**src/rtl/btn_reader_pkg.sv**
```systemverilog
// Shared game package: button-reader defaults, index width helper and
// the output-stage state encoding.
package btn_reader_pkg;

    localparam int NUM_BTN_DEF   = 4;
    localparam int DEB_COUNT_DEF = 4;

    // Index width for n buttons; a single button still needs one bit.
    function automatic int idx_width(input int n);
        return (n > 1) ? $clog2(n) : 1;
    endfunction

    localparam int IDX_W = idx_width(NUM_BTN_DEF);

    // Output stage holds at most one press for the consumer.
    typedef enum logic {
        EMPTY = 1'b0,
        FULL  = 1'b1
    } out_state_t;

endpackage

```
**src/rtl/btn_reader_if.sv**
```systemverilog
// Press handshake between the button reader (master) and the game FSM
// (slave), plus the sticky overrun flag and its clear.
interface btn_reader_if
    import btn_reader_pkg::*;
#(
    parameter int IDX_W = btn_reader_pkg::IDX_W
);
    logic             press_valid;
    logic [IDX_W-1:0] press_idx;
    logic             press_ready;
    logic             overrun;
    logic             clr_overrun;

    modport master (
        output press_valid,
        output press_idx,
        output overrun,
        input  press_ready,
        input  clr_overrun
    );

    modport slave (
        input  press_valid,
        input  press_idx,
        input  overrun,
        output press_ready,
        output clr_overrun
    );
endinterface

```
**src/rtl/btn_debounce.sv**
```systemverilog
// One push button: 2-flop synchronizer, tick-driven debounce counter and
// a one-cycle strobe on each accepted 0->1 transition.
module btn_debounce
    import btn_reader_pkg::*;
#(
    parameter int DEB_COUNT = DEB_COUNT_DEF,
    localparam int CW = $clog2(DEB_COUNT + 1)
) (
    input  logic clk,
    input  logic rst,
    input  logic read_tick,
    input  logic btn_raw,
    output logic strobe
);

    logic [1:0]    sync;
    logic          level;
    logic [CW-1:0] cnt;

    // Synchronizer every cycle; debounce only on read ticks. The counter
    // toggles the level on the tick that would bring it to DEB_COUNT, and
    // the strobe fires on that same edge only for a rising level.
    always_ff @(posedge clk or negedge rst) begin
        if (!rst) begin
            sync   <= '0;
            level  <= 1'b0;
            cnt    <= '0;
            strobe <= 1'b0;
        end else begin
            sync   <= {sync[0], btn_raw};
            strobe <= 1'b0;
            if (read_tick) begin
                if (sync[1] != level) begin
                    if (cnt == CW'(DEB_COUNT - 1)) begin
                        level  <= ~level;
                        cnt    <= '0;
                        strobe <= ~level;
                    end else begin
                        cnt <= cnt + CW'(1);
                    end
                end else begin
                    cnt <= '0;
                end
            end
        end
    end

endmodule

```
**src/rtl/btn_reader.sv**
```systemverilog
// Button reader: NUM_BTN debouncers feeding a lowest-index priority pick
// and a single-entry output register with a valid/ready handshake and a
// sticky overrun flag for presses that could not be held.
module btn_reader
    import btn_reader_pkg::*;
#(
    parameter int NUM_BTN   = NUM_BTN_DEF,
    parameter int DEB_COUNT = DEB_COUNT_DEF,
    localparam int IW = idx_width(NUM_BTN)
) (
    input  logic               clk,
    input  logic               rst,
    input  logic               read_tick,
    input  logic [NUM_BTN-1:0] btn_raw,
    btn_reader_if.master       bus
);

    logic [NUM_BTN-1:0] strobe;
    logic [NUM_BTN-1:0] sel_onehot;
    logic [IW-1:0]      sel_idx;
    logic               any_strobe;

    out_state_t         state, state_nxt;
    logic [IW-1:0]      idx_q, idx_nxt;
    logic               ovr_q, ovr_nxt;
    logic               lost;

    for (genvar g = 0; g < NUM_BTN; g++) begin : g_btn
        btn_debounce #(
            .DEB_COUNT (DEB_COUNT)
        ) u_deb (
            .clk       (clk),
            .rst       (rst),
            .read_tick (read_tick),
            .btn_raw   (btn_raw[g]),
            .strobe    (strobe[g])
        );
    end

    assign any_strobe = |strobe;
    // Isolate the lowest set strobe bit.
    assign sel_onehot = strobe & (~strobe + NUM_BTN'(1));

    // Priority encode: lowest strobing index wins.
    always_comb begin
        sel_idx = '0;
        for (int i = NUM_BTN - 1; i >= 0; i--) begin
            if (strobe[i]) sel_idx = IW'(i);
        end
    end

    // Output stage next state: load, drain or drop, and flag any loss.
    always_comb begin
        state_nxt = state;
        idx_nxt   = idx_q;
        lost      = 1'b0;
        case (state)
            EMPTY: begin
                if (any_strobe) begin
                    state_nxt = FULL;
                    idx_nxt   = sel_idx;
                    lost      = |(strobe & ~sel_onehot);
                end
            end
            FULL: begin
                if (bus.press_ready) begin
                    if (any_strobe) begin
                        idx_nxt = sel_idx;
                        lost    = |(strobe & ~sel_onehot);
                    end else begin
                        state_nxt = EMPTY;
                    end
                end else begin
                    // Held press stays stable; everything new is dropped.
                    lost = any_strobe;
                end
            end
            default: state_nxt = EMPTY;
        endcase
        // A loss in the same cycle as a clear keeps the flag set.
        if (lost)                 ovr_nxt = 1'b1;
        else if (bus.clr_overrun) ovr_nxt = 1'b0;
        else                      ovr_nxt = ovr_q;
    end

    // Output stage registers.
    always_ff @(posedge clk or negedge rst) begin
        if (!rst) begin
            state <= EMPTY;
            idx_q <= '0;
            ovr_q <= 1'b0;
        end else begin
            state <= state_nxt;
            idx_q <= idx_nxt;
            ovr_q <= ovr_nxt;
        end
    end

    assign bus.press_valid = (state == FULL);
    assign bus.press_idx   = idx_q;
    assign bus.overrun     = ovr_q;

endmodule
```
**src/flat_wrapper.sv**
```systemverilog
// flat-port wrapper written by rule: the top's interface ports become plain ports
module btn_reader_flat import btn_reader_pkg::*;
#(
    parameter int NUM_BTN   = NUM_BTN_DEF,
    parameter int DEB_COUNT = DEB_COUNT_DEF,
    localparam int IW = idx_width(NUM_BTN)
)
  (clk, rst, read_tick, btn_raw, bus_press_valid, bus_press_idx, bus_overrun, bus_press_ready, bus_clr_overrun);
  btn_reader_if bus_i ();
  input  logic clk;
  input  logic rst;
  input  logic read_tick;
  input  logic [NUM_BTN-1:0] btn_raw;
  output wire logic [$bits(bus_i.press_valid)-1:0] bus_press_valid;
  output wire logic [$bits(bus_i.press_idx)-1:0] bus_press_idx;
  output wire logic [$bits(bus_i.overrun)-1:0] bus_overrun;
  input wire logic [$bits(bus_i.press_ready)-1:0] bus_press_ready;
  input wire logic [$bits(bus_i.clr_overrun)-1:0] bus_clr_overrun;
  assign bus_press_valid = bus_i.press_valid;
  assign bus_press_idx = bus_i.press_idx;
  assign bus_overrun = bus_i.overrun;
  assign bus_i.press_ready = bus_press_ready;
  assign bus_i.clr_overrun = bus_clr_overrun;
  btn_reader #(.NUM_BTN(NUM_BTN), .DEB_COUNT(DEB_COUNT)) u_core (.clk(clk), .rst(rst), .read_tick(read_tick), .btn_raw(btn_raw), .bus(bus_i));
endmodule
```
**config.mk**
```make
export PLATFORM = sky130hd
export DESIGN_NAME = btn_reader_flat
export DESIGN_NICKNAME = d
export VERILOG_FILES = /design/src/rtl/btn_reader_pkg.sv /design/src/rtl/btn_reader_if.sv /design/src/rtl/btn_debounce.sv /design/src/rtl/btn_reader.sv /design/src/flat_wrapper.sv
export SDC_FILE = /design/constraint.sdc
export NUM_CORES = 1
export LEC_CHECK = 0
export CAP_MARGIN = 30
export CORE_ASPECT_RATIO = 1.5
export CORE_MARGIN = 1
export CORE_UTILIZATION = 55
export DETAILED_ROUTE_END_ITERATION = 10
export PLACE_DENSITY = 0.77
export SETUP_SLACK_MARGIN = 0.15
export SLEW_MARGIN = 10
export SYNTH_ARGS = -nofsm -noshare
export SYNTH_HDL_FRONTEND = slang
export SYNTH_HIERARCHICAL = 1
export SYNTH_SLANG_ARGS = --single-unit
```
**constraint.sdc**
```tcl
create_clock -name clk -period 1.53 [get_ports clk]
set_input_delay 0.2295 -clock clk [delete_from_list [all_inputs] [get_ports clk]]
set_output_delay 0.2295 -clock clk [all_outputs]
set_load 0.005 [all_outputs]
```
== After elaboration in Yosys (flattened, before gate mapping) ==
Cells that the tools add are included.
Storage, ports and cells
  register bits after elaboration: 32
  input port bits: 9
  logic and storage cells: 84
Cells by class
  $add $sub $neg: 5
  equality and inequality tests: 9
  multiplexer cells: 35
  bitwise operators: 9
  reductions and logical operators: 7
Operators with widths (number)
  3-bit two-way mux: 8
  1-bit two-way mux: 18
  3-bit by 1-bit adder with 3-bit output, second input constant: 4
  3-bit by 2-bit equality test with 1-bit output, second input constant: 4
  2-bit two-way mux: 6
  3-bit AND reduction: 4
  4-bit AND: 2
  4-bit inverter: 2
  4-bit OR reduction: 2
  1-bit inverter: 5
  4-bit by 1-bit adder with 4-bit output, second input constant: 1
  1-bit != test: 4
  1-bit one-hot mux with 2 select lines: 2
  2-bit one-hot mux with 2 select lines: 1
  2-bit != test, second input constant: 1
  2-bit nonzero test: 1

== Logic depth before layout (Yosys ltp) ==
Gate-level depths: netlist of the first run.
  depth after elaboration: 10
  depth in mapped cells: 3
  gate-level depth less buffers: 3

== Cells and area by module ==
Netlist of the first run, hierarchy kept.
By module, submodules not included
  btn_debounce: times used 4, cells each 22, area an instance 281.5 um^2
  btn_reader: times used 1, cells each 21, area an instance 242.7 um^2

== Worst setup path before layout of the first run ==
Ideal clock, no wire load.
  kind: register to register
  start point: reg u_core.g_btn[0].u_deb.cnt[0]
  end point: reg u_core.g_btn[0].u_deb.level
  arrival: 982 ps
  required time: 1402 ps
  slack: 420 ps
  stages on the path, launching flop included: 4
  path buffers: 0
  path through: dfrtp_1 > ha_1 > nand3b_1 > mux2_1
On the way
  word-level cells in the longest chain between the ends: 2
RTL lines
  start: declaration: line btn_debounce.sv:18  | logic [CW-1:0] cnt;
  start signal: assignment: line btn_debounce.sv:39  | cnt <= cnt + CW'(1);
  3-bit by 2-bit equality test with 1-bit output: line btn_debounce.sv:34  | if (cnt == CW'(DEB_COUNT - 1)) begin
  3-bit AND reduction (no line)
  end signal: assignment: line btn_debounce.sv:35  | level <= ~level;
  end: declaration: line btn_debounce.sv:17  | logic level;
No other way between the ends.
A chain may end at the register's enable or synchronous reset.

== Worst setup path after layout of the first run ==
  start point: reg u_core.g_btn[2].u_deb.cnt[0]
  end point: reg u_core.g_btn[2].u_deb.level
On the way
  word-level cells in the longest chain between the ends: 2
RTL lines (line)
  start: declaration: btn_debounce.sv:18
  start signal: assignment: btn_debounce.sv:39
  3-bit by 2-bit equality test with 1-bit output: btn_debounce.sv:34
  3-bit AND reduction (no line)
  end signal: assignment: btn_debounce.sv:35
  end: declaration: btn_debounce.sv:17
No other way between the ends.

==> flow_metrics.tcl, run 1 <==
set metrics [dict create \
    multi_input_area_um2 534 \
    cp.depth 3 \
    core_um2 2290 \
    reg2regPathDepth 3 \
    power.switching_w 0.000791 \
    placed_area_um2 1550 \
    critPathKind "flip-flop to flip-flop" \
    synth_area_per_cell_um2 12.6 \
    layout_common_cells "32 x dfrtp_1, 13 x nand2b_1, 9 x inv_1" \
    cp_max_fo 3 \
    cp.buffers_inverters 0 \
    critPathTopFamily "flip-flops" \
    slew_headroom_pct 74.4 \
    clkSlewWorstSetupHoldPaths_ps 90 \
    insertion_delay_ps 320 \
    fill_cells 175 \
    hpwl_mm 1.61 \
    cp_slowest_cell "dfrtp_1" \
    crit_end "u_core/g_btn[2].u_deb/level$_DFFE_PN0P_" \
    nets 144 \
    combPwrFrac_pct 29.1 \
    tns_ps 0 \
    layout_setup_ws_ps 293 \
    grt_first_pass_wirelength_mm 4.02 \
    p_leak_nw 0.728 \
    route.vias.total 884 \
    end_kind "flip-flop" \
    numPortBuffers 12 \
    start_kind "flip-flop" \
    syn_nets 122 \
    final_cell_area_um2 1620 \
    synth_ff_type "dfrtp_1" \
    drc 0 \
    wire_per_inst_um 14.5 \
    rsz0062_at_grt "no" \
    intPower_w 0.00177 \
    rows 21 \
    synth-edff-count 0 \
    grt_pass1_vias 938 \
    hold_path_class "primary input to async pin" \
    grt_max_degree 33 \
    wl_mm 2.23 \
    hold_viol 0 \
    synth-seq-cells 32 \
    grt_overflow 0 \
    synthDistinctLibCells 24 \
    grt_antenna_before_repair 0 \
    syn_area_um2 1370 \
    fin_skew_ps 8.98 \
    netlist_instances 109 \
    grt_usage_pct 20.6 \
    setup_viol 0 \
    crit_arrival_ps 1450 \
    cts_root_buf "clkbuf_4" \
    pwr-share-clk_pct 19.8 \
    max_clock_freq_mhz 808 \
    gp_congestion 0.700 \
    dp_slack_ps 39.1 \
    drt-vias-per-instance 5.74 \
    r2r_end "u_core/g_btn[2].u_deb/level$_DFFE_PN0P_" \
    crit_start "u_core/g_btn[2].u_deb/cnt[0]$_DFFE_PN0P_" \
    holdWs_ps 283 \
    postLayoutCoreUtil_pct 70.7 \
    clockBufferDepth 2 \
    area_growth_pct 18.1 \
    antenna_left 0 \
    worstPathRequired_ps 1740 \
    vdd_drop_max_v 0.000911 \
    critPathMaxStageDelay_ps 420 \
    initial_utilization_pct 59.9 \
    power_frac_seq_pct 51.1 \
    r2r-start "u_core/g_btn[2].u_deb/cnt[0]$_DFFE_PN0P_" \
    min_period_over_period_pct 80.9 \
    status "complete, no violations" \
    slew_viol_final 0 \
    seq_area_frac_synth_pct 58.5 \
    rrSetupSlack_ps 290 \
    drive_gt1_share_pct 10.7 \
    swShare_pct 30.8 \
    dr.pass1.iters 3 \
    postCtsHoldBufs 0 \
    yosys_warnings 6 \
    chipWidth_um 42.7 \
    die_area_um2 2700 \
    register_area_um2 801 \
    tritoncts.num_buffers 5 \
    period_needed_ps 1240 \
    critical_path.cell_chain "ha_1 > nand3b_1 > mux2_1" \
    cts_tree "built" \
    final_common_cell "dfrtp_1" \
    initialDrtViolationCount 9 \
    htreeDepth 2 \
    cts_sinks 32 \
    io_pins 13 \
    max_cap_violations 0 \
    async_flop_share_pct 100 \
    tightest_slew_ps 384 \
    die_h_um 63.1 \
    n_antenna_cell 0 \
    power.density_nw_per_um2 1590 \
]
==> Yosys cell counts, drive strengths merged, types with 2 or more instances <==
master | number | area share [%]
o31ai | 4 | 2.2
o32ai | 5 | 3.7
nand2 | 5 | 1.4
o22ai | 4 | 1.8
nor3b | 4 | 2.2
mux2 | 4 | 3.3
ha | 4 | 3.7
nor2b | 5 | 2.8
nand2b | 13 | 5.9
a2111oi | 2 | 3.1
inv | 9 | 2.5
nor2 | 4 | 1.1
xnor2 | 4 | 2.6
dfrtp | 32 | 59
nand3b | 4 | 2.2
==> sequential cells by signal (all words and copies together) (netlist names) <==
name,cells
u_core/bus.overrun,1
u_core/g_btn.u_deb/cnt,12
u_core/g_btn.u_deb/strobe,4
u_core/bus.press_idx,2
u_core/g_btn.u_deb/level,4
u_core/g_btn.u_deb/sync,8
u_core/bus.press_valid,1
==> layer usage <==
layer / routed length [um] / vias to the layer above / global-route usage [%]
li1: - / 430 / -
met3: 90 / 7 / 5.16
met1: 855 / 428 / 20.7
met5: 0 / - / 0
met4: 59 / 0 / 12.9
met2: 1230 / 19 / 36.2
==> through the flow <==
stage / total power [W] / std cells
3_5_place_dp: 0.00208 / 146
4_1_cts: 0.00261 / 154
5_1_grt: 0.00278 / 154
2_1_floorplan: 0.00181 / 109
6_report: 0.00256 / 154
3_3_place_gp: 0.00201 / 146
==> power by group through the flow <==
| stage | Clock [W] | Combinational (W) | Sequential [W] |
|---|---|---|---|
| after detailed placement | 0 | 0.000755 | 0.00133 |
| final | 0.000508 | 0.000747 | 0.00131 |
| after floorplan | 0 | 0.000526 | 0.00128 |
| after CTS | 0.000533 | 0.000764 | 0.00131 |
| after global routing | 0.000568 | 0.000870 | 0.00134 |
| after global placement | 0 | 0.000704 | 0.00130 |
==> layout make-up <==
class | count | share of cell area [%]
Multi-Input combinational cell | 68 | 33.0
Inverter | 9 | 2.09
Sequential cell | 32 | 49.5
Timing Repair Buffer | 15 | 9.52
Clock buffer | 7 | 4.02
Tap cell | 23 | 1.78
==> what timing repair did <==
action	CTS	global route
endpoints found under the setup margin	4	1
buffers inserted	1	0
gates resized for setup	3	1
==> how the worst min path moves through the flow <==
stage                                                  from                                       end  slack [ps]  cells after the start
detailed placement  u_core/g_btn[0].u_deb/sync[0]$_DFF_PN0_   u_core/g_btn[0].u_deb/sync[1]$_DFF_PN0_         340                      0
global placement    u_core/g_btn[1].u_deb/sync[0]$_DFF_PN0_   u_core/g_btn[1].u_deb/sync[1]$_DFF_PN0_         330                      0
CTS                                                     rst  u_core/g_btn[2].u_deb/cnt[0]$_DFFE_PN0P_         290                      2
global route                                            rst  u_core/g_btn[2].u_deb/cnt[0]$_DFFE_PN0P_         300                      2
finish                                                  rst  u_core/g_btn[2].u_deb/cnt[0]$_DFFE_PN0P_         280                      2
floorplan                                               rst            u_core/bus.overrun$_DFFE_PN0P_         -70                      0
==> cell families after synthesis <==
logic type	count (synthesis)	synth area share, %
xor gates and xnor gates	4	2.56
muxes	4	3.29
buffers and inverters	9	2.47
DFF	32	58.5
and+or+nand+nor	38	17.0
AOI/OAI and AO/OA	18	12.5
adders and majority gates	4	3.66
No activity file was read; power rests on OpenSTA's default activity.
==> run 2: changes to the inputs <==
--- a/config.mk
+++ b/config.mk
@@ -8,9 +8,9 @@
 export CAP_MARGIN = 30
 export CORE_ASPECT_RATIO = 1.5
 export CORE_MARGIN = 1
-export CORE_UTILIZATION = 55
+export CORE_UTILIZATION = 49
 export DETAILED_ROUTE_END_ITERATION = 10
-export PLACE_DENSITY = 0.77
+export PLACE_DENSITY = 0.73
 export SETUP_SLACK_MARGIN = 0.15
 export SLEW_MARGIN = 10
 export SYNTH_ARGS = -nofsm -noshare
==> constraint.sdc (replaced) <==
create_clock -name clk -period 1 [get_ports clk]
set_input_delay 0.15 -clock clk [delete_from_list [all_inputs] [get_ports clk]]
set_output_delay 0.15 -clock clk [all_outputs]
set_load 0.005 [all_outputs]
==> run 2 against run 1 <==
The flow now finishes with violations (negative setup slack). Clock skew fell by 4.9 ps. Worst hold slack worse by 48 ps. Maximum frequency rose by 2.6%. Flip-flop and latch count did not move. Register-to-register slack worse by 500 ps. Critical path depth unchanged. Global-route usage increased by 4.2 points. Routed wire length increased by 64%. Sequential share of layout area shrank 15 points. Power grew 140%. Cell count is 32% higher. Critical endpoint unchanged. Highest routed layer unchanged.
==> flow_metrics.tcl, run 2 (synthesis results as in run 1) <==
set metrics [dict create \
    insertion_delay_ps 290 \
    placed_cells 175 \
    largest_reg_flops 12 \
    grt_max_degree 33 \
    grt_first_pass_wirelength_mm 4.92 \
    numPortBuffers 12 \
    gp_congestion 0.700 \
    cp_max_fo 3 \
    drc 0 \
    rows 23 \
    critPathKind "flip-flop to flip-flop" \
    crit_arrival_ps 1370 \
    grt_usage_pct 24.8 \
    max_cap_violations 0 \
    fin_cells 203 \
    route.vias.total 1079 \
    n_antenna_cell 0 \
    cp_slowest_cell "dfrtp_1" \
    p_leak_nw 1.01 \
    layout_setup_ws_ps -205 \
    cp.buffers_inverters 0 \
    worstPathRequired_ps 1170 \
    fill_cells 124 \
    grt_pass1_vias 1058 \
    critPathTopFamily "flip-flops" \
    drt-vias-per-instance 5.32 \
    wl_mm 3.66 \
    tritoncts.num_buffers 5 \
    critPathMaxStageDelay_ps 410 \
    core_um2 2650 \
    cts_root_buf "clkbuf_8" \
    postCtsHoldBufs 0 \
    vdd_drop_max_v 0.00212 \
    antenna_left 0 \
    min_period_over_period_pct 121 \
    clkSlewWorstSetupHoldPaths_ps 60 \
    tightest_slew_ps 330 \
    chipWidth_um 45.2 \
    rsz0062_at_grt "yes" \
    slew_viol_final 0 \
    setup_viol 19 \
    area_growth_pct 69.2 \
    io_pins 13 \
    critical_path.cell_chain "ha_4 > nand3b_1 > mux2_4" \
    failed_checks "negative setup slack" \
    reg_top3 "u_core/g_btn.u_deb/cnt: 12 flops, u_core/g_btn.u_deb/sync: 8 flops" \
    hold_path_class "primary input to async pin" \
    hpwl_mm 1.80 \
    grt_overflow 0 \
    layout_common_cells "28 x dfrtp_1, 27 x buf_4, 9 x inv_1, 9 x buf_6, 8 x nand2b_4" \
    dp_slack_ps -392 \
    hold_viol 0 \
    initial_utilization_pct 51.7 \
    die_area_um2 3010 \
    die_h_um 66.7 \
    drive_gt1_share_pct 59.6 \
    wire_per_inst_um 18.0 \
    cts_sinks 32 \
    end_kind "flip-flop" \
    initialDrtViolationCount 6 \
    cts_tree "built" \
    fin_skew_ps 4.05 \
    nets 179 \
    largest_register "u_core/g_btn.u_deb/cnt" \
    final_common_cell "dfrtp_1" \
    slew_headroom_pct 78.0 \
    start_kind "flip-flop" \
    period_needed_ps 1210 \
    grt_antenna_before_repair 0 \
    max_clock_freq_mhz 830 \
    power.density_nw_per_um2 2680 \
    clockBufferDepth 2 \
    htreeDepth 2 \
    status "finished with violations" \
    dr.pass1.iters 4 \
]
run 2: cell types whose count changed in the layout (fill, tap and decap cells not counted), sizes merged:
| cell | previous run | this run |
|---|---|---|
| buf | 3 | 41 |
| dlygate4sd2 | 3 | 1 |
| clkdlybuf4s50 | 8 | 7 |
run 2: path summary, 6_finish.rpt:
kind                       slack [ps]                                     start  cells past startpoint                                        to
max in group asynchronous         580                                       rst                      2    u_core/g_btn[0].u_deb/strobe$_DFF_PN0_
min in group clk                  300                                btn_raw[2]                      1   u_core/g_btn[2].u_deb/sync[0]$_DFF_PN0_
setup reg to reg                 -210  u_core/g_btn[2].u_deb/cnt[0]$_DFFE_PN0P_                      3   u_core/g_btn[2].u_deb/level$_DFFE_PN0P_
hold / removal                    240                                       rst                      2  u_core/g_btn[2].u_deb/cnt[2]$_DFFE_PN0P_
setup / recovery                 -210  u_core/g_btn[2].u_deb/cnt[0]$_DFFE_PN0P_                      3   u_core/g_btn[2].u_deb/level$_DFFE_PN0P_
hold reg to reg                   350   u_core/g_btn[0].u_deb/sync[0]$_DFF_PN0_                      0   u_core/g_btn[0].u_deb/sync[1]$_DFF_PN0_
run 2: repair_timing:
item	in CTS	in global routing
setup buffers	8	13
gates resized for setup	54	22
endpoints found under the setup margin	28	28
hold endpoints to repair	0	0
pin swaps	22	11
run 2: cell type report:
cell class,count,area [um^2],area share [%]
repair buffers,50,450,19.4
clock buffers,7,96.3,4.16
multi-input cells,68,883,38.1
inverters,9,33.8,1.46
flip-flops and latches,32,806,34.8
well taps,37,46.3,2.00
run 2: per-layer routing:
layer | global-route usage [%] | routed length [um] | vias up
met5 | 0 | 0 | -
met4 | 15.2 | 112 | 0
met3 | 8.13 | 105 | 9
met2 | 40.6 | 2030 | 19
met1 | 26.8 | 1410 | 550
li1 | - | - | 501
run 2: stage by stage:
| step | instance area (um^2) | util (%) | power [W] | hold slack [ps] | setup TNS, ps |
|---|---|---|---|---|---|
| floorplan | 1410 | - | 0.00287 | -146 | -481 |
| global placement | 1730 | 65.2 | 0.00344 | 332 | -5530 |
| detailed placement | 1730 | 65.2 | 0.00359 | 335 | -6160 |
| CTS | 2090 | 78.9 | 0.00545 | 237 | -1550 |
| global route | 2320 | 87.5 | 0.00653 | 243 | -2680 |
| finish | 2320 | 87.5 | 0.00621 | 235 | -2060 |
run 2: power by group:
group	internal, W	leakage, nW	total (W)	switching [W]
Combinational	0.00183	0.555	0.00302	0.00119
Sequential	0.00170	0.405	0.00212	0.000423
Clock	0.000612	0.0503	0.00107	0.000457
==> run 3: changes to the inputs <==
--- a/config.mk
+++ b/config.mk
@@ -12,6 +12,7 @@
 export DETAILED_ROUTE_END_ITERATION = 10
 export PLACE_DENSITY = 0.73
 export SETUP_SLACK_MARGIN = 0.15
+export SKIP_LAST_GASP = 1
 export SLEW_MARGIN = 10
 export SYNTH_ARGS = -nofsm -noshare
 export SYNTH_HDL_FRONTEND = slang
==> run 3 against run 2 <==
The run still ends with negative setup slack left. Routed wire length grew 3.0%. Register-to-register slack is essentially flat. Worst hold slack lost 3.5 ps. Clock skew shrank 1.7 ps. Worst setup slack lost 15 ps. Critical path depth is the same.
==> flow_metrics.tcl, run 3 (synthesis results as in run 1) <==
set metrics [dict create \
    status "finished with violations" \
    failed_checks "negative setup slack" \
    wl_mm 3.76 \
    cp_max_fo 3 \
    core_um2 2650 \
    grt_antenna_before_repair 0 \
    cts_root_buf "clkbuf_8" \
    multi_input_area_um2 886 \
    io_pins 13 \
    worstPathRequired_ps 1170 \
    reg_top3 "u_core/g_btn.u_deb/cnt: 12 flops, u_core/g_btn.u_deb/sync: 8 flops" \
    r2r-start "u_core/g_btn[2].u_deb/cnt[0]$_DFFE_PN0P_" \
    drt-met1-wl_mm 1.43 \
    slew_headroom_pct 77.7 \
    power.density_nw_per_um2 2680 \
    holdWs_ps 232 \
    routed.top_layer "met4" \
    dr_wl_met3_um 135 \
    grt_max_degree 33 \
    slew_viol_final 0 \
    antenna_left 0 \
    largest_register "u_core/g_btn.u_deb/cnt" \
    rows 23 \
    drt-vias-per-instance 5.42 \
    cts_tree "built" \
    drive_gt1_share_pct 60.7 \
    initialDrtViolationCount 9 \
    reg2regPathDepth 3 \
    crit_arrival_ps 1390 \
    nets 181 \
    largest_reg_flops 12 \
    htreeDepth 2 \
    layout_setup_ws_ps -220 \
    area_growth_pct 70.2 \
    initial_utilization_pct 51.7 \
    tns_ps -2260 \
    tightest_slew_ps 333 \
    grt_pass1_vias 1052 \
    r2r_end "u_core/g_btn[2].u_deb/level$_DFFE_PN0P_" \
    hpwl_mm 1.80 \
    grt_usage_pct 24.5 \
    cts_sinks 32 \
    register_area_um2 806 \
    rrSetupSlack_ps -220 \
    vdd_drop_max_v 0.00207 \
    max_cap_violations 0 \
    chipWidth_um 45.2 \
    hold_viol 0 \
    postCtsHoldBufs 0 \
    wl_met2_mm 2.09 \
    drc 0 \
    final_common_cell "buf_4" \
    period_needed_ps 1220 \
    n_antenna_cell 0 \
    numPortBuffers 12 \
    dr.pass1.iters 4 \
    placed_area_um2 1730 \
    start_kind "flip-flop" \
    gp_congestion 0.700 \
    critPathKind "flip-flop to flip-flop" \
    clkSlewWorstSetupHoldPaths_ps 60 \
    end_kind "flip-flop" \
    tritoncts.num_buffers 5 \
    min_period_over_period_pct 122 \
    wire_per_inst_um 18.4 \
    layout_common_cells "30 x buf_4, 28 x dfrtp_1, 9 x inv_1" \
    p_leak_nw 1.02 \
    route.vias.total 1111 \
    dp_slack_ps -392 \
    die_area_um2 3010 \
    setup_viol 20 \
    fill_cells 118 \
    max_clock_freq_mhz 820 \
    clockBufferDepth 2 \
    die_h_um 66.7 \
    insertion_delay_ps 290 \
    grt_overflow 0 \
    hold_path_class "primary input to async pin" \
    fin_skew_ps 2.37 \
    grt_first_pass_wirelength_mm 4.90 \
    final_cell_area_um2 2330 \
    rsz0062_at_grt "yes" \
]
==> run 3: cell count changes in the layout (fill, tap and decap cells not counted) <==
cell	previous run	this run
nand2_1	3	2
buf_6	9	8
buf_4	27	30
nand2_2	2	3
==> run 3: how the worst max path moves through the flow <==
| stage | from | end | slack, ps |
|---|---|---|---|
| after floorplan | u_core/g_btn[0].u_deb/cnt[1]$_DFFE_PN0P_ | u_core/g_btn[0].u_deb/level$_DFFE_PN0P_ | -70 |
| final | u_core/g_btn[2].u_deb/cnt[0]$_DFFE_PN0P_ | u_core/g_btn[2].u_deb/level$_DFFE_PN0P_ | -220 |
| after CTS | u_core/bus.press_valid$_DFF_PN0_ | u_core/bus.overrun$_DFFE_PN0P_ | -180 |
| after detailed placement | read_tick | u_core/g_btn[0].u_deb/level$_DFFE_PN0P_ | -390 |
| after global routing | u_core/bus.press_valid$_DFF_PN0_ | u_core/bus.overrun$_DFFE_PN0P_ | -250 |
| after global placement | read_tick | u_core/g_btn[2].u_deb/level$_DFFE_PN0P_ | -350 |
==> run 3: final cells by class <==
class	instances	area share (%)
Multi-Input combinational cell	68	38.0
Sequential cell	32	34.6
Tap cell	37	1.99
Clock buffer	7	4.14
Inverter	9	1.45
Timing Repair Buffer	52	19.8
==> run 3: report_power, final <==
group | internal (W) | switching [W] | total [W] | leakage [nW]
Combinational | 0.00185 | 0.00121 | 0.00306 | 0.564
Clock | 0.000612 | 0.000456 | 0.00107 | 0.0503
Sequential | 0.00170 | 0.000431 | 0.00213 | 0.405
==> run 3: worst max-delay path: stages (launching register included) <==
cell and delay (ps):
dfrtp_1 420, ha_4 190, nand3b_1 180, mux2_4 320
==> run 3: stage by stage <==
| stage | power [W] | util, % | std cells |
|---|---|---|---|
| final | 0.00625 | 88.0 | 205 |
| after global routing | 0.00654 | 88.0 | 205 |
| after CTS | 0.00540 | 78.4 | 190 |
| after detailed placement | 0.00359 | 65.2 | 175 |
| after global placement | 0.00344 | 65.2 | 175 |
| after floorplan | 0.00287 | - | 109 |
==> run 3: timing repair <==
| item | 4_1_cts | 5_1_grt |
|---|---|---|
| pin swaps | 22 | 13 |
| endpoints found under the setup margin | 28 | 28 |
| resized for setup | 52 | 24 |
| buffers inserted | 8 | 15 |
==> run 3: layer usage <==
metal | up-vias | global-route usage [%]
met1 | 573 | 27.8
li1 | 503 | -
met3 | 10 | 8.13
met2 | 25 | 38.8
met4 | 0 | 15.2
met5 | - | 0
